===== config.mk =====
export PLATFORM = sky130hd
export DESIGN_NAME = demux_lane_scheduler_flat
export DESIGN_NICKNAME = d
export VERILOG_FILES = /design/src/rtl/demux_lane_scheduler_if.sv /design/src/rtl/demux_lane_scheduler.sv /design/src/flat_wrapper.sv
export SDC_FILE = /design/constraint.sdc
export NUM_CORES = 1
export LEC_CHECK = 0
export CORE_ASPECT_RATIO = 0.5
export CORE_MARGIN = 3
export CORE_UTILIZATION = 55
export CTS_BUF_LIST = sky130_fd_sc_hd__clkbuf_2
export DETAILED_ROUTE_END_ITERATION = 8
export PLACE_DENSITY = 0.85
export SLEW_MARGIN = 20
export SYNTH_ARGS = -nofsm -noshare
export SYNTH_HDL_FRONTEND = slang
export SYNTH_SLANG_ARGS = --single-unit

===== constraint.sdc =====
create_clock -name clk -period 5.9 [get_ports clk]
set_clock_uncertainty 0.05 [all_clocks]
set_input_delay 1.77 -clock clk [delete_from_list [all_inputs] [get_ports clk]]
set_output_delay 1.77 -clock clk [all_outputs]
set_load 0.02 [all_outputs]

===== src/rtl/demux_lane_scheduler_if.sv =====
// Stream-in / lane-out bundle for the 4-way pixel demux sequencer.
// Handshake: a beat moves on a rising edge where valid and ready are both high; valid, data and last
// hold steady until that edge, and ready never depends combinationally on valid.
interface demux_lane_scheduler_if #(
  parameter int bits = 8
);
  logic            in_valid;
  logic [bits-1:0] in_data;
  logic            in_last;
  logic            in_ready;
  logic [3:0]      lane_ready;
  logic [1:0]      sel;
  logic [bits-1:0] out_data;
  logic [3:0]      out_valid;

  modport master (
    input  in_valid, in_data, in_last, lane_ready,
    output in_ready, sel, out_data, out_valid
  );

  modport slave (
    output in_valid, in_data, in_last, lane_ready,
    input  in_ready, sel, out_data, out_valid
  );
endinterface


===== src/rtl/demux_lane_scheduler.sv =====
// Round-robin burst sequencer for the 4-way pixel demux: one output register and per-lane backpressure.
// Lanes can be masked out, and in_last cuts a burst short.
module demux_lane_scheduler #(
  parameter int bits      = 8,
  parameter int burst_len = 4
) (
  input  logic                  clk,
  input  logic                  rst_n,
  input  logic                  enable,
  input  logic [3:0]            lane_mask,
  demux_lane_scheduler_if.master bus,
  output logic                  busy,
  output logic [1:0]            state
);

  typedef enum logic [1:0] {
    IDLE   = 2'd0,
    ACTIVE = 2'd1,
    DRAIN  = 2'd2
  } state_t;

  localparam logic [15:0] last_cnt = 16'(burst_len - 1);

  state_t          state_q, state_d;
  logic [1:0]      cur_q;
  logic [15:0]     cnt_q;
  logic            ovalid_q;
  logic [1:0]      sel_q;
  logic [bits-1:0] data_q;

  logic in_ready_c;
  logic busy_c;
  logic transfer;
  logic accept;
  logic start;

  // First set mask bit after c, wrapping around; c itself is the last resort.
  function automatic logic [1:0] next_lane(input logic [1:0] c, input logic [3:0] m);
    logic [1:0] r;
    logic [1:0] idx;
    r = c;
    for (int k = 3; k >= 1; k--) begin
      idx = c + 2'(k);
      if (m[idx]) r = idx;
    end
    return r;
  endfunction

  function automatic logic [1:0] lowest_lane(input logic [3:0] m);
    logic [1:0] r;
    r = 2'd0;
    for (int k = 3; k >= 0; k--) begin
      if (m[k]) r = 2'(k);
    end
    return r;
  endfunction

  assign transfer = ovalid_q && bus.lane_ready[sel_q];
  assign accept   = bus.in_valid && in_ready_c;
  assign start    = (state_q == IDLE) && (state_d == ACTIVE);

  always_ff @(posedge clk or negedge rst_n) begin
    if (!rst_n) state_q <= IDLE;
    else        state_q <= state_d;
  end

  always_comb begin
    state_d = state_q;
    case (state_q)
      IDLE:    if (enable && (lane_mask != 4'd0)) state_d = ACTIVE;
      ACTIVE:  if (!enable || (lane_mask == 4'd0)) state_d = DRAIN;
      DRAIN:   if (!ovalid_q || transfer) state_d = IDLE;
      default: state_d = IDLE;
    endcase
  end

  always_comb begin
    in_ready_c = 1'b0;
    busy_c     = (state_q != IDLE);
    if (state_q == ACTIVE) in_ready_c = !ovalid_q || bus.lane_ready[sel_q];
  end

  // Lane/count bookkeeping and the single-entry output register.
  always_ff @(posedge clk or negedge rst_n) begin
    if (!rst_n) begin
      cur_q    <= 2'd0;
      cnt_q    <= 16'd0;
      ovalid_q <= 1'b0;
      sel_q    <= 2'd0;
      data_q   <= '0;
    end else begin
      if (start) begin
        cur_q <= lowest_lane(lane_mask);
        cnt_q <= 16'd0;
      end
      if (accept) begin
        data_q   <= bus.in_data;
        sel_q    <= cur_q;
        ovalid_q <= 1'b1;
        if ((cnt_q == last_cnt) || bus.in_last) begin
          cnt_q <= 16'd0;
          cur_q <= next_lane(cur_q, lane_mask);
        end else begin
          cnt_q <= cnt_q + 16'd1;
        end
      end else if (transfer) begin
        ovalid_q <= 1'b0;
      end
    end
  end

  assign bus.in_ready  = in_ready_c;
  assign bus.sel       = sel_q;
  assign bus.out_data  = data_q;
  assign bus.out_valid = ovalid_q ? (4'b0001 << sel_q) : 4'b0000;
  assign busy          = busy_c;
  assign state         = state_q;

endmodule

===== src/flat_wrapper.sv =====
// flat-port wrapper written by rule: the top's interface ports become plain ports
module demux_lane_scheduler_flat 
#(
  parameter int bits      = 8,
  parameter int burst_len = 4
)
  (clk, rst_n, enable, lane_mask, busy, state, bus_in_valid, bus_in_data, bus_in_last, bus_lane_ready, bus_in_ready, bus_sel, bus_out_data, bus_out_valid);
  demux_lane_scheduler_if #(.bits(bits)) bus_i ();
  input  logic clk;
  input  logic rst_n;
  input  logic enable;
  input  logic [3:0] lane_mask;
  output logic busy;
  output logic [1:0] state;
  input wire logic [$bits(bus_i.in_valid)-1:0] bus_in_valid;
  input wire logic [$bits(bus_i.in_data)-1:0] bus_in_data;
  input wire logic [$bits(bus_i.in_last)-1:0] bus_in_last;
  input wire logic [$bits(bus_i.lane_ready)-1:0] bus_lane_ready;
  output wire logic [$bits(bus_i.in_ready)-1:0] bus_in_ready;
  output wire logic [$bits(bus_i.sel)-1:0] bus_sel;
  output wire logic [$bits(bus_i.out_data)-1:0] bus_out_data;
  output wire logic [$bits(bus_i.out_valid)-1:0] bus_out_valid;
  assign bus_i.in_valid = bus_in_valid;
  assign bus_i.in_data = bus_in_data;
  assign bus_i.in_last = bus_in_last;
  assign bus_i.lane_ready = bus_lane_ready;
  assign bus_in_ready = bus_i.in_ready;
  assign bus_sel = bus_i.sel;
  assign bus_out_data = bus_i.out_data;
  assign bus_out_valid = bus_i.out_valid;
  demux_lane_scheduler #(.bits(bits), .burst_len(burst_len)) u_core (.clk(clk), .rst_n(rst_n), .enable(enable), .lane_mask(lane_mask), .bus(bus_i), .busy(busy), .state(state));
endmodule

==> metrics <==
Critical Path Sink Type=output port; Max Freq=185 MHz; fin cells=between 200 and 300; initial DRC count=121; total grt overflow=0; Clock Pin Slew Worst Setup and Hold Paths=around 0.16 ns; Arrival @ worst endpoint=around 3.6 ns; Synth async-reset ratio=1.00; Synth Cell Area=1820 µm²; Max-slew headroom=0.484; CP Max Fanout=4; number of synthesized flops with an enable pin=0; hpwl dp=roughly 3 mm; hold depth=1; first-pass GRT wire length=a little under 7 mm; syn avg cell area=around 9.9 µm²; Via Count=roughly 1600; WP buf/inv=2; most common cell after layout, fill and taps aside=clkdlybuf4s50_1; Post-DP Area=~2200 µm²; sequential fraction of the synthesis area=0.427; Tmin final=roughly 5.4 ns; Synth Register Bits=31; leak pwr=roughly 0.00086 µW; antenna-violating nets left=0; vias in the first global route=about 1500; Total Wirelength=approximately 4.1 mm; pin count of the biggest net entering global routing=32; Final Hold Viols=0; fin nets=246; die height=approximately 47 µm; I/O Buffers=38; maxcap violations=0; prevailing post-synth register cell=dfrtp_1; worst path cell trace=clkdlybuf4s50_1, mux2i_1, a22o_1, nor3b_1, clkdlybuf4s50_1; initial antenna violation count=0; starting density of the core=0.590; 1st-pass router iterations=6; layout cells sized above 1=0.142; Syn Nets=just over 200; Avg WL per Cell=15.5 µm; Num Clock Sinks=31; global router's overall resource usage=0.226; Skew-Pair Late Insertion Delay=~0.38 ns; Cell Rows=14; most frequent cell on the critical path=clkdlybuf4s50_1; clock root buffer master=clkbuf_2; Worst Path Class, Setup=input port to output port; Critical Path Source Type=input port; worst min path class=register to register; most frequent cells in the layout=clkdlybuf4s50_1, dfrtp_1, inv_1; status=finished, final reports clean; crit-path max cell delay=~0.67 ns; top cells by area in the synthesized netlist=dfrtp_1, mux2_2, o221ai_1; slowest cell on the critical path=clkdlybuf4s50_1; ANT cells=0; synth warn=0; final instance area=between 2000 and 2500 µm²; top cell type's share of synthesized area=0.427; chip width=about 87 µm; Final TNS setup=0 ns; Layout area overhead=24.3%; FILL cells=~240; Resized cells post-CTS=0; peak supply drop=0.235 mV; GPL Wtd Cong=just under 0.8; Slew @ Worst Pin=0.764 ns; family with the most delay on the worst path=buffers and inverters; CP Depth=5; Cells after DPL=approximately 260; H-tree depth=2; largest area contributor in the netlist=dfrtp_1; CTS tree=yes; setup bufs post-CTS=0; setup violators final=0; via/cell ratio=between 6 and 7; full die area=just over 4000 µm²; r2r worst-path depth=5; PwrDens=318 nW/µm²; RSZ-0062 raised after global routing=no; drt drc=0; cell count after synthesis=roughly 180; Final Max Slew Viols=0; I/O pin cnt=39; Tcrit/Tclk final=0.917; core footprint=3080 µm²; CP Data Required Time=4.08 ns; cts-stage hold buffer count=0; distinct cell type count of the synthesized netlist=between 40 and 50; CTS Buf Count=5; clk buf depth=2
==> cell families (layout without fill, tap and decap cells) <==
logic type                 count (synthesis)  in the layout  synth area share
DFF                                       31             31             0.427
adders and majority gates                  1              1           0.00688
xor gates and xnor gates                   3              3            0.0145
muxes                                     16             16            0.0957
and+or+nand+nor                           68             68             0.218
AOI/OAI and AO/OA                         40             40             0.176
buffers and inverters                     24             66            0.0619
==> where the power goes <==
part,internal [µW],total [µW],switching [µW]
Clock,28.5,106,77.2
Sequential,259,308,48.2
Combinational,158,305,147
Total,445,718,272
==> per-layer routing <==
layer  part of all wire  global-route usage  wire length, µm
met3              0.048              0.0661              196
met5                  0                   0                0
met1               0.44               0.269             1790
met2               0.50               0.392             2060
met4              0.014              0.0948               56
==> synth_stat cells, drive strengths merged (4+ instances only) <==
cell,n
inv,17
nor4,8
mux2,11
nor3,6
nand2b,4
buf,4
mux2i,5
nand2,10
dfrtp,31
a21oi,4
o221ai,9
o21ai,9
nand3,12
nor2,7
==> flip-flops by register name, indices dropped and copies added (netlist names) <==
register and flops:
u_core.bus.out_data 8, u_core.bus.sel 2, u_core.cnt_q 16, u_core.cur_q 2, u_core.ovalid_q 1, u_core.state 2
==> per-stage QoR <==
stage | setup WS [ns] | util | power (µW) | hold slack (ns)
after floorplan | 1.37 | - | 480 | 0.491
after global placement | 0.524 | 0.721 | 605 | 0.440
after detailed placement | 0.498 | 0.721 | 618 | 0.448
after CTS | 0.475 | 0.733 | 723 | 0.483
after global routing | 0.382 | 0.733 | 757 | 0.504
final | 0.488 | 0.733 | 718 | 0.479
==> worst register-to-register path, delay by kind of cell, from the launching register on <==
| kind | cells | cell delay [ns] |
|---|---|---|
| AO/OA/AOI/OAI | 2 | 0.91 |
| buffers and inverters | 1 | 0.32 |
| flip-flops | 1 | 0.53 |
| AND/OR/NAND/NOR | 1 | 0.20 |
| multiplexers | 1 | 0.21 |
==> path summary, 6_finish.rpt <==
kind,from,slack [ns],end
max,bus_lane_ready[3],0.49,bus_in_ready
min,u_core.bus.out_data[4]$_DFFE_PN0P_,0.48,u_core.bus.out_data[4]$_DFFE_PN0P_
max reg2reg,u_core.bus.sel[1]$_DFFE_PN0P_,3.60,u_core.cnt_q[5]$_DFFE_PN0P_
min reg2reg,u_core.bus.out_data[4]$_DFFE_PN0P_,0.48,u_core.bus.out_data[4]$_DFFE_PN0P_
max in group asynchronous,rst_n,3.81,u_core.bus.sel[1]$_DFFE_PN0P_
min in group asynchronous,rst_n,1.69,u_core.cnt_q[8]$_DFFE_PN0P_
==> area by class of cell <==
type / instances / area (µm²) / area share
well taps: 40 / 50.0 / 0.0221
inverters: 17 / 63.8 / 0.0282
clock inverters: 2 / 7.51 / 0.00332
repair buffers: 41 / 403 / 0.178
multi-input cells: 128 / 930 / 0.411
clock buffers: 6 / 30.0 / 0.0133
flip-flops and latches: 31 / 776 / 0.343
Power figures use the tool's default switching activity.
